### src/rtl/uart_tx_framer.sv
// UART transmit framer: start bit, LSB-first data, optional parity, stop bit(s), each bit paced by baud_tick.
// Start bit begins one clock after the first tick following the handshake; tx_ready holds off upstream until the frame ends.
module uart_tx_framer #(
  parameter int DATA_BITS  = 8,
  parameter bit PARITY_EN  = 1'b0,
  parameter bit PARITY_ODD = 1'b0,
  parameter int STOP_BITS  = 1
) (
  input  logic                 clk,
  input  logic                 rst,
  input  logic [DATA_BITS-1:0] tx_data,
  input  logic                 tx_valid,
  output logic                 tx_ready,
  input  logic                 baud_tick,
  output logic                 baud_en,
  output logic                 tx,
  output logic                 busy,
  output logic                 tx_done
);

  localparam logic [2:0] ST_IDLE   = 3'd0;
  localparam logic [2:0] ST_SYNC   = 3'd1;
  localparam logic [2:0] ST_START  = 3'd2;
  localparam logic [2:0] ST_DATA   = 3'd3;
  localparam logic [2:0] ST_PARITY = 3'd4;
  localparam logic [2:0] ST_STOP   = 3'd5;

  localparam logic [3:0] LAST_DATA = 4'(DATA_BITS - 1);
  localparam logic [3:0] LAST_STOP = 4'(STOP_BITS - 1);

  logic [2:0]           state;
  logic [DATA_BITS-1:0] shift;
  logic [3:0]           bit_cnt;
  logic                 parity_bit;

  assign tx_ready = (state == ST_IDLE);
  assign busy     = (state != ST_IDLE);
  assign baud_en  = (state != ST_IDLE);

  always_ff @(posedge clk) begin
    if (rst) begin
      state      <= ST_IDLE;
      tx         <= 1'b1;
      tx_done    <= 1'b0;
      bit_cnt    <= '0;
      shift      <= '0;
      parity_bit <= 1'b0;
    end else begin
      tx_done <= 1'b0;
      case (state)
        ST_IDLE: begin
          tx <= 1'b1;
          if (tx_valid) begin
            shift      <= tx_data;
            bit_cnt    <= '0;
            // Parity is captured up front because the shift register is consumed bit by bit.
            parity_bit <= (^tx_data) ^ PARITY_ODD;
            state      <= ST_SYNC;
          end
        end
        ST_SYNC: begin
          if (baud_tick) begin
            state <= ST_START;
            tx    <= 1'b0;
          end
        end
        ST_START: begin
          if (baud_tick) begin
            state <= ST_DATA;
            tx    <= shift[0];
          end
        end
        ST_DATA: begin
          if (baud_tick) begin
            shift <= shift >> 1;
            if (bit_cnt == LAST_DATA) begin
              bit_cnt <= '0;
              if (PARITY_EN) begin
                state <= ST_PARITY;
                tx    <= parity_bit;
              end else begin
                state <= ST_STOP;
                tx    <= 1'b1;
              end
            end else begin
              bit_cnt <= bit_cnt + 4'd1;
              tx      <= shift[1];
            end
          end
        end
        ST_PARITY: begin
          if (baud_tick) begin
            state <= ST_STOP;
            tx    <= 1'b1;
          end
        end
        ST_STOP: begin
          tx <= 1'b1;
          if (baud_tick) begin
            if (bit_cnt == LAST_STOP) begin
              state   <= ST_IDLE;
              tx_done <= 1'b1;
            end else begin
              bit_cnt <= bit_cnt + 4'd1;
            end
          end
        end
        default: begin
          state <= ST_IDLE;
          tx    <= 1'b1;
        end
      endcase
    end
  end

endmodule

### config.mk
export PLATFORM = sky130hd
export DESIGN_NAME = uart_tx_framer
export DESIGN_NICKNAME = d
export VERILOG_FILES = /design/src/rtl/uart_tx_framer.sv
export SDC_FILE = /design/constraint.sdc
export NUM_CORES = 1
export LEC_CHECK = 0
export CELL_PAD_IN_SITES_DETAIL_PLACEMENT = 2
export CELL_PAD_IN_SITES_GLOBAL_PLACEMENT = 2
export CORE_MARGIN = 4
export CORE_UTILIZATION = 32
export DETAILED_ROUTE_END_ITERATION = 16
export PLACE_DENSITY_LB_ADDON = 0.1
export SETUP_SLACK_MARGIN = 0.5
export SYNTH_ARGS = -nofsm -noshare
export SYNTH_HDL_FRONTEND = slang
export SYNTH_SLANG_ARGS = --single-unit
export TNS_END_PERCENT = 100
### constraint.sdc
create_clock -name clk -period 2.65 [get_ports clk]
set_input_delay 0.265 -clock clk [delete_from_list [all_inputs] [get_ports clk]]
set_output_delay 0.265 -clock clk [all_outputs]
set_load 0.02 [all_outputs]
---- After elaboration in Yosys (flattened, before gate mapping) ----
Cells that the tools add are included.
word-level totals
  register bits ........................... 17
  output and inout bits ................... 5
  logic and storage cells ................. 58
  input bits .............................. 12
operators by class
  bitwise logic cells ..................... 2
  add/subtract/negate cells ............... 1
  equal/unequal tests ..................... 15
  reductions and logical operators ........ 10
  mux-type cells .......................... 25
operator list
  operator               count
  $mux W3                8
  $mux W4                5
  $ne A2 B2 Y1 const B   9
  $pmux W3 S6            1
  $mux W8                2
  $pmux W8 S2            1
  $pmux W4 S3            1
  $reduce_and A8 Y1      1
  $eq A3 B2 Y1 const B   2
  $eq A3 B3 Y1 const B   2
  $mux W1                6
  $reduce_bool A3 Y1     2
  $reduce_and A5 Y1      1
  $add A4 B1 Y4 const B  1
  $eq A4 B3 Y1 const B   1
  $logic_not A4 Y1       1
  $pmux W1 S4            1
  $reduce_and A4 Y1      1
  $eq A3 B1 Y1 const B   1
  $logic_not A3 Y1       1
  $reduce_and A3 Y1      1
  $reduce_or A3 Y1       1
  $not A1 Y1             2
  $reduce_bool A2 Y1     1

---- Logic depth before layout (Yosys ltp) ----
Gate-level depths: netlist (run 1).
  depth after elaboration ................. 4
  gate-level depth with buffers ........... 6
  gate-level depth less buffers ........... 6

---- Worst setup path after synthesis (run 1) ----
OpenSTA, ideal clock, no wires.
  kind .................................... reg2out
  start ................................... register state[0]
  end ..................................... output busy
  buffers on the path ..................... 2
  cell stages (with the launch flop) ...... 5
  arrival ................................. 1,641 ps
  setup slack ............................. 744 ps
  data required time ...................... 2,385 ps
  cells stage by stage .................... dfxtp_1 -> clkbuf_1 -> nor3_1 -> inv_1 -> buf_4
on the way
  word-level cells in the longest chain between the ends .. 1
RTL lines
  element                 RTL line  source
  from (decl)             31        logic [2:0] state;
  from (signal assigned)  42        state <= ST_IDLE;
  from (signal assigned)  58        state <= ST_SYNC;
  from (signal assigned)  63        state <= ST_START;
  $reduce_bool A3 Y1      -
  to (decl)               17        output logic busy,
No other way between the ends.

---- Worst setup path after layout (run 1) ----
  start ................................... register state[0]
  end ..................................... output busy
on the way
  word-level cells in the longest chain between the ends .. 1
RTL lines
  element             RTL line  source
  $reduce_bool A3 Y1  37        assign busy = (state != ST_IDLE);
No other way between the ends.

==> impl_metrics.csv, run 1 <==
group,metric,value,unit
status,status,"finished, final reports clean",
logic_synthesis,syn_inst,110,
global_routing,grt_pass1_vias,853,
global_routing,grt_max_degree,21,
floorplan,fp.dieArea,3790,sq um
clocking,cts_post_setup_buffers_inserted,0,
placement,gp_congestion,0.731,
setup_path,crit_arrival,1750,ps
setup_path,cp-start-kind,"register",
logic_synthesis,syn_area_per_cell,8.34,sq um
global_routing,top_usage_layer,"met2",
global_routing,grt.total_usage,14.5,%
power,power,547,uW
timing,max_freq,497,MHz
floorplan,fp.dieH,61.5,microns
setup_path,worstPathCellList,"nor3_2 -> inv_1 -> clkdlybuf4s50_1",
placement,dpl.hpwl,1720,microns
timing,slew_headroom,50.3,%
detailed_routing,routedWlPerCell,15.6,microns
detailed_routing,vias,868,
logic_synthesis,ys_types,33,
timing,worst_pin_slew,743,ps
power,leakagePower,0.375,nW
clocking,path_clk_slew,110,ps
clocking,clock_latency,290,ps
clocking,cts_buffer_depth,2,
cells_and_area,layout-drive-gt1-share,4.96,%
global_routing,grtUsageMet1,18.6,%
power,p_per_area,494,nW/um^2
floorplan,core,2760,sq um
detailed_routing,drtIter0Drc,10,
cells_and_area,syn_to_final_growth,20.6,%
clocking,cts_resized,1,
setup_path,critPathMaxStageDelay,610,ps
detailed_routing,drc_errors,0,
logic_synthesis,synth_edf_count,0,
timing,tns,0,ps
clocking,cts-hold-fix-buffers,0,
setup_path,end_kind,"output pin",
clocking,cts_root_buf,"clkbuf_4",
detailed_routing,postRouteAntennaNets,0,
job,maxCapViolCount,0,
clocking,htree_levels,1,
timing,fin_skew,10.5,ps
setup_path,crit_fanout,14,
logic_synthesis,ys_warn_count,0,
floorplan,initial_utilization,33.3,%
timing,holdWs,475,ps
detailed_routing,wl,2370,microns
worst_hold_path,hp-class,"register to register",
clocking,numCtsBuffers,3,
logic_synthesis,async_reset_ff_share,0,%
timing,rsz0062_at_grt,"no",
placement,io_buffers,16,
detailed_routing,drt_pass1_iterations,4,
logic_synthesis,ys_ff_latch,17,
cells_and_area,n_antenna_cell,0,
global_routing,globalRouteMet3Util,4.61,%
clocking,tritoncts,"yes",
global_routing,grt_pass1_wl,4040,microns
global_routing,use_met2,23.6,%
logic_synthesis,syn_nets,124,
logic_synthesis,synth_area,917,sq um
floorplan,rows,19,
cells_and_area,fill_cells,336,
power,vdd_drop_max,0.390,mV
timing,setup-violations-final,0,
global_routing,overflow,0,
setup_path,required,2380,ps
global_routing,antenna_found_initial,0,
timing,report.final.slew_viol_count,0,
timing,fin_crit,2010,ps
logic_synthesis,seq_area_frac_synth,37.1,%
floorplan,ios,17,
floorplan,die_width,61.5,microns
cells_and_area,nets,136,
timing,min_period_over_period,75.9,%
detailed_routing,vias_per_cell,5.71,
logic_synthesis,ys.flop_type,"dfxtp_1",
setup_path,critPathKind,"register to output pin",
timing,hold_violations,0,
clocking,cts.sinks,17,
setup_path,cpMaxStageDelayCell,"dfxtp_1",
==> area by class of cell <==
cell class | count | area [sq um] | share of cell area (%)
flip-flops and latches | 17 | 340 | 30.8
inverters | 5 | 18.8 | 1.70
repair buffers | 16 | 160 | 14.5
multi-input cells | 79 | 522 | 47.2
well taps | 31 | 38.8 | 3.51
clock buffers | 4 | 26.3 | 2.38
==> power by group <==
group	internal [mW]	switching (mW)
registers	0.273	0.0181
clock network	0.0585	0.0824
logic	0.0560	0.0591
total	0.387	0.160
==> final timing paths <==
| kind | from | end | slack (ps) | depth (start not counted) |
|---|---|---|---|---|
| worst max-delay path | state[0] | busy | 640 | 3 |
| worst min-delay path | shift[7] | shift[7] | 470 | 2 |
| worst max register to register | state[0] | bit_cnt[2] | 690 | 4 |
| worst min register to register | shift[7] | shift[7] | 470 | 2 |
==> per-layer routing <==
layer / wire [microns] / vias to the layer above
li1: - / 422
met1: 1040 / 424
met2: 1200 / 20
met3: 108 / 2
met4: 18 / 0
met5: 0 / -
==> sequential cells by signal (all words and copies together) (netlist names) <==
register	flops
shift	8
bit_cnt	4
state	3
tx	1
tx_done	1
==> kinds of logic (layout without fill, tap and decap cells) <==
family	after synthesis	count (layout)	share of synthesized area [%]
compound gates	27	27	20.9
flops	17	17	37.1
mux	7	7	7.64
fa+ha+maj	2	2	2.73
simple gates	43	43	25.1
buf+inv	14	25	6.55
==> per-stage QoR <==
step | area [sq um] | setup slack [ps] | std cells | utilization (%)
2_1_floorplan | 917 | 744 | 110 | -
3_3_place_gp | 1070 | 510 | 148 | 39.0
3_5_place_dp | 1070 | 491 | 148 | 39.0
4_1_cts | 1110 | 603 | 152 | 40.1
5_1_grt | 1110 | 508 | 152 | 40.1
6_report | 1110 | 639 | 152 | 40.1
==> cell usage in the layout (no fill, tap or decap), types with 2 or more instances in the layout <==
| cell type | instances |
|---|---|
| a2111oi_0 | 2 |
| clkbuf_4 | 3 |
| mux2i_1 | 7 |
| nand3_1 | 9 |
| nand2_1 | 4 |
| nor2_1 | 15 |
| nor3b_1 | 2 |
| a31oi_1 | 2 |
| o21ai_0 | 2 |
| nand4b_1 | 2 |
| a211oi_1 | 7 |
| clkdlybuf4s50_1 | 16 |
| ha_1 | 2 |
| o2bb2ai_1 | 2 |
| inv_1 | 5 |
| a21oi_1 | 5 |
| nor2b_1 | 3 |
| dfxtp_1 | 17 |
==> synth_stat cells (3+ instances only) <==
cell / count / area share (%)
a21oi_1: 5 / 2.7
nor2b_1: 3 / 2.0
inv_1: 5 / 2.0
clkbuf_1: 5 / 2.0
buf_2: 3 / 1.6
a211oi_1: 7 / 5.7
nand2_1: 4 / 1.6
nand3_1: 9 / 4.9
mux2i_1: 7 / 7.6
dfxtp_1: 17 / 37
nor2_1: 15 / 6.1
==> worst max-delay path: cells and delay by family (launching register included) <==
kind                   cells  cell delay, ps
flip-flops                 1             610
AND/OR/NAND/NOR            1             130
buffers and inverters      2             710
(Power assumes the default switching activity.)
==> run 2, diff against run 1 <==
Settings changed: CORE_UTILIZATION 32 to 26.
Clock period 2.65 ns to 1.8 ns, I/O delays scaled along.
==> run 2 against run 1 <==
Effect of this change: the flow now finishes with violations (setup timing); sequential power rose by 47%; non-clock buffer count rose by 35; via count rose by 17%; total power rose by 88%; first-iteration DRC count rose to 2.7 times the previous value; die area rose by 20%; final area rose by 51%; flip-flop and latch count did not move; sequential share of layout area fell by 9.8 points; largest power group unchanged.
==> impl_metrics.csv, run 2 (synthesis gave the netlist of run 1 again) <==
group,metric,value,unit
cells_and_area,nets,171,
power,leakagePower,0.628,nW
power,p_clk_share,22.1,%
timing,worst_pin_slew,617,ps
setup_path,critPathMaxStageDelay,570,ps
detailed_routing,vias,1018,
power,p_per_area,617,nW/um^2
timing,fin_skew,10.8,ps
timing,rsz0062_at_grt,"yes",
setup_path,regToRegEndpoint,"bit_cnt[0]",
worst_hold_path,min_to,"shift[7]",
cells_and_area,largest_register_ffs,8,
cells_and_area,n_antenna_cell,0,
global_routing,antenna_found_initial,0,
setup_path,cp-start-kind,"register",
cells_and_area,syn_to_final_growth,81.7,%
worst_hold_path,hp-class,"input pin to register",
setup_path,cpMaxStageDelayCell,"or4b_4",
floorplan,die_width,67.4,microns
clocking,htree_levels,1,
placement,io_buffers,16,
cells_and_area,fill_cells,359,
setup_path,worst_r2r_startpoint,"state[2]",
power,vdd_drop_max,0.517,mV
timing,min_period_over_period,100,%
timing,layout_setup_ws,-2.58,ps
clocking,cts_buffer_depth,2,
clocking,cts_root_buf,"clkbuf_4",
placement,gp_congestion,0.715,
timing,slew_headroom,58.7,%
clocking,numCtsBuffers,3,
placement,dp.cells,186,
detailed_routing,vias_per_cell,5.04,
global_routing,grt.total_usage,18.1,%
clocking,path_clk_slew,120,ps
power,p_comb_share,36.2,%
status,violations,"setup timing",
floorplan,fp.dieArea,4540,sq um
cells_and_area,largest-register,"shift",
power,pwr-share-seq,41.7,%
worst_hold_path,min_from,"tx_data[7]",
clocking,tritoncts,"yes",
global_routing,grt_pass1_wl,5960,microns
setup_path,r2r_setup_slack,-3,ps
cells_and_area,layout-drive-gt1-share,49.4,%
floorplan,core,3360,sq um
status,status,"complete, but fails checks",
detailed_routing,postRouteAntennaNets,0,
cells_and_area,top_regs,"shift x8, bit_cnt x4, state x3",
power,internal_power,689,uW
cells_and_area,final_cells,202,
setup_path,required,2010,ps
detailed_routing,routedWlPerCell,19.8,microns
timing,fin_crit,1800,ps
timing,report.final.slew_viol_count,0,
worst_hold_path,holdPathStages,3,
timing,max_freq,555,MHz
floorplan,fp.dieH,67.4,microns
detailed_routing,drt_pass1_iterations,4,
setup_path,crit_fanout,4,
global_routing,overflow,0,
floorplan,rows,21,
cells_and_area,final_area,1670,sq um
detailed_routing,drc_errors,0,
placement,dpl.hpwl,2460,microns
clocking,clock_latency,300,ps
cells_and_area,layout_common_cells,"buf_4, dfxtp_1, buf_6",
setup_path,end_kind,"register",
setup_path,crit_arrival,2010,ps
global_routing,grt_pass1_vias,1181,
detailed_routing,drtIter0Drc,27,
global_routing,grt_max_degree,15,
floorplan,ios,17,
setup_path,critPathKind,"register to register",
power,switching_share,33.0,%
job,maxCapViolCount,0,
placement,place_area,1300,sq um
placement,dp_slack,-226,ps
cells_and_area,mostFrequentLayoutCell,"buf_4",
power,p_sw,340,uW
setup_path,worstPathCellList,"or4b_4 -> buf_6 -> buf_6 -> o211ai_1 -> buf_4 -> buf_4 -> nand3_1 -> o31ai_1",
power,power,1.03,mW
setup_path,reg2regPathDepth,8,
timing,hold_violations,0,
floorplan,initial_utilization,27.3,%
clocking,cts-hold-fix-buffers,0,
detailed_routing,wl,4000,microns
clocking,cts.sinks,17,
timing,setup-violations-final,1,
run 2: final cells by class:
class                      count  area, sq um  share of cell area (%)
inverter                       5         18.8                    1.13
sequential                    17          349                    20.9
timing repair buffer          51          505                    30.3
clock buffer                   4         26.3                    1.58
tap                           46         57.6                    3.45
multi-input combinational     79          709                    42.6
run 2: repair_timing:
item	CTS	global route
buffers inserted	11	0
pin swaps	16	5
gates resized for setup	43	38
setup endpoints to repair	22	20
gates cloned	1	0
run 2: how the worst max path moves through the flow:
| stage | slack, ps | cells past startpoint | endpoint | startpoint |
|---|---|---|---|---|
| finish | -3 | 8 | bit_cnt[0] | state[2] |
| global route | -70 | 10 | bit_cnt[0] | state[2] |
| CTS | 6 | 4 | bit_cnt[2] | state[2] |
| detailed placement | -230 | 5 | bit_cnt[2] | tx_valid |
| global placement | -190 | 5 | bit_cnt[2] | tx_valid |
| floorplan | 120 | 4 | bit_cnt[2] | state[2] |
run 2: per-stage QoR:
stage / setup TNS (ps) / util [%] / hold WS [ps]
detailed placement: -1200 / 38.6 / 473
global placement: -672 / 38.6 / 469
floorplan: 0 / - / 332
global route: -214 / 49.6 / 499
finish: -2.58 / 49.6 / 488
CTS: 0 / 45.4 / 475
run 2: power groups by stage:
stage / registers (mW) / clock network (mW) / logic (mW)
after floorplan: 0.424 / 0 / 0.128
after global placement: 0.426 / 0 / 0.238
after detailed placement: 0.428 / 0 / 0.251
after CTS: 0.420 / 0.230 / 0.309
after global routing: 0.433 / 0.250 / 0.397
final: 0.429 / 0.227 / 0.373
run 2: worst max-delay path: cells and delay by family (launching register included):
family / cells / cell delay [ps]
buf+inv: 4 / 550
flops: 1 / 350
compound gates: 2 / 190
simple gates: 2 / 630
run 2: per-layer routing:
| layer | global-route usage [%] | share of wire, % |
|---|---|---|
| met5 | 0 | 0 |
| met4 | 4.30 | 0.83 |
| met3 | 2.83 | 1.4 |
| met2 | 36.4 | 56 |
| met1 | 19.2 | 42 |
==> run 3, diff against run 2 <==
Settings changed: CORE_UTILIZATION 26 to 29.
Clock period 1.8 ns to 1.9 ns, I/O delays scaled along.
==> run 3 against run 2 <==
Effect of this change: the flow now finishes without violations; first-iteration DRC count rose by 11%; final area down 13%; via count decreased by 6.4%; die area fell by 9.1%; clock power is 8.8% lower; total power decreased by 15%.
==> impl_metrics.csv, run 3 (synthesis gave the netlist of run 1 again) <==
group,metric,value,unit
detailed_routing,postRouteAntennaNets,0,
detailed_routing,vias,953,
timing,report.final.slew_viol_count,0,
timing,min_period_over_period,91.7,%
global_routing,grt_max_degree,15,
clocking,numCtsBuffers,3,
setup_path,cpMaxStageDelayCell,"or4b_1",
floorplan,fp.dieArea,4130,sq um
clocking,htree_levels,1,
global_routing,top_usage_layer,"met2",
timing,worst_pin_slew,403,ps
clocking,cts.sinks,17,
setup_path,required,2140,ps
setup_path,cp-start-kind,"register",
cells_and_area,layout-drive-gt1-share,34.9,%
placement,gp_congestion,0.801,
clocking,cts_root_buf,"clkbuf_4",
floorplan,core,3030,sq um
cells_and_area,utilization,48.1,%
global_routing,use_met2,27.9,%
timing,rsz0062_at_grt,"yes",
timing,slew_headroom,73.0,%
cells_and_area,final_cells,190,
power,vdd_drop_max,0.382,mV
power,leakagePower,0.549,nW
power,p_comb_share,30.7,%
cells_and_area,fill_cells,337,
status,status,"finished, final reports clean",
cells_and_area,multiInputGateArea,633,sq um
setup_path,r2r_setup_slack,160,ps
cells_and_area,nets,161,
power,p_sw,263,uW
setup_path,crit_arrival,1980,ps
placement,io_buffers,16,
floorplan,die_width,64.2,microns
job,maxCapViolCount,0,
detailed_routing,drt_pass1_iterations,4,
clocking,cts_buffer_depth,2,
setup_path,crit_fanout,13,
cells_and_area,mostFrequentLayoutCell,"buf_4",
global_routing,globalRouteMet3Util,3.51,%
placement,place_area,1240,sq um
floorplan,fp.dieH,64.2,microns
timing,fin_skew,4.60,ps
cells_and_area,n_antenna_cell,0,
detailed_routing,drc_errors,0,
cells_and_area,final_area,1460,sq um
setup_path,end_kind,"register",
placement,dp.cells,177,
global_routing,antenna_found_initial,0,
worst_hold_path,hp-class,"input pin to register",
clocking,clock_latency,300,ps
clocking,tritoncts,"yes",
power,pwr-share-seq,45.6,%
setup_path,worstPathCellList,"buf_4 -> nand4b_1 -> o211a_4 -> or4b_1 -> o2bb2ai_1",
timing,fin_crit,1740,ps
detailed_routing,vias_per_cell,5.02,
power,internal_power,610,uW
floorplan,ios,17,
cells_and_area,largest-register,"shift",
power,switching_share,30.1,%
cells_and_area,top_regs,"shift x8, bit_cnt x4, state x3",
floorplan,initial_utilization,30.3,%
cells_and_area,regArea,348,sq um
clocking,path_clk_slew,110,ps
detailed_routing,wl,2940,microns
setup_path,critPathMaxStageDelay,500,ps
detailed_routing,drtIter0Drc,30,
global_routing,grt.total_usage,15.6,%
power,p_per_area,600,nW/um^2
timing,hold_violations,0,
placement,dpl.hpwl,2070,microns
global_routing,grt_pass1_vias,1047,
timing,setup-violations-final,0,
detailed_routing,routedWlPerCell,15.5,microns
global_routing,grt_pass1_wl,5010,microns
global_routing,grtUsageMet1,18.2,%
cells_and_area,syn_to_final_growth,58.7,%
global_routing,overflow,0,
floorplan,rows,20,
setup_path,critPathKind,"register to register",
cells_and_area,largest_register_ffs,8,
cells_and_area,layout_common_cells,"buf_4, nor2_1, dfxtp_1",
power,p_clk_share,23.7,%
timing,max_freq,574,MHz
[run 3: cell count changes in the layout (fill, tap and decap cells not counted), moves of 2 or more]
cell / delta
a211oi_2: -6
buf_8: -2
inv_1: +2
buf_2: +2
inv_2: -2
nor2_4: -6
a2111oi_4: +2
a2111oi_0: -2
buf_6: -11
nor2_1: +6
a211oi_1: +6
[run 3: layer usage]
layer	wire length (microns)	share of wire, %
met1	1340	46
met2	1500	51
met3	58	2.0
met4	38	1.3
met5	0	0
[run 3: path summary, 6_finish.rpt]
kind | start | end | depth (start not counted)
hold reg to reg | shift[7] | shift[7] | 2
setup reg to reg | state[1] | bit_cnt[2] | 5
setup / recovery | state[1] | bit_cnt[2] | 5
hold / removal | tx_data[7] | shift[7] | 3
[run 3: power groups by stage]
stage	clock network, mW	logic [mW]	registers [mW]
6_report	0.207	0.268	0.398
4_1_cts	0.217	0.243	0.397
3_3_place_gp	0	0.209	0.404
3_5_place_dp	0	0.215	0.405
2_1_floorplan	0	0.117	0.402
5_1_grt	0.244	0.293	0.401
[run 3: worst max-delay path: cells and delay by family, from the launching register on]
family	cells	cell delay, ps
AOI/OAI and AO/OA	2	390
buffers and inverters	1	190
and+or+nand+nor	2	760
DFF	1	330
[run 3: cell type report]
class,instances,share of cell area [%]
clock buffer,4,1.81
inverter,5,1.29
tap,44,3.78
timing repair buffer,41,25.7
multi-input combinational,79,43.5
sequential,17,23.9
[run 3: repair_timing]
action	in CTS	in global routing
hold buffers	0	0
endpoints found under the setup margin	20	19
resized for setup	26	16
setup buffers	3	5
gates cloned	1	0
pin swaps	9	5
[run 3: metrics by stage]
step	hold WS [ps]	power, mW	TNS [ps]	worst slack, ps
floorplan	342	0.519	0	220
global placement	465	0.613	-91.4	-91.4
detailed placement	476	0.621	-173	-144
CTS	496	0.858	0	139
global route	505	0.939	0	75.8
finish	487	0.872	0	158
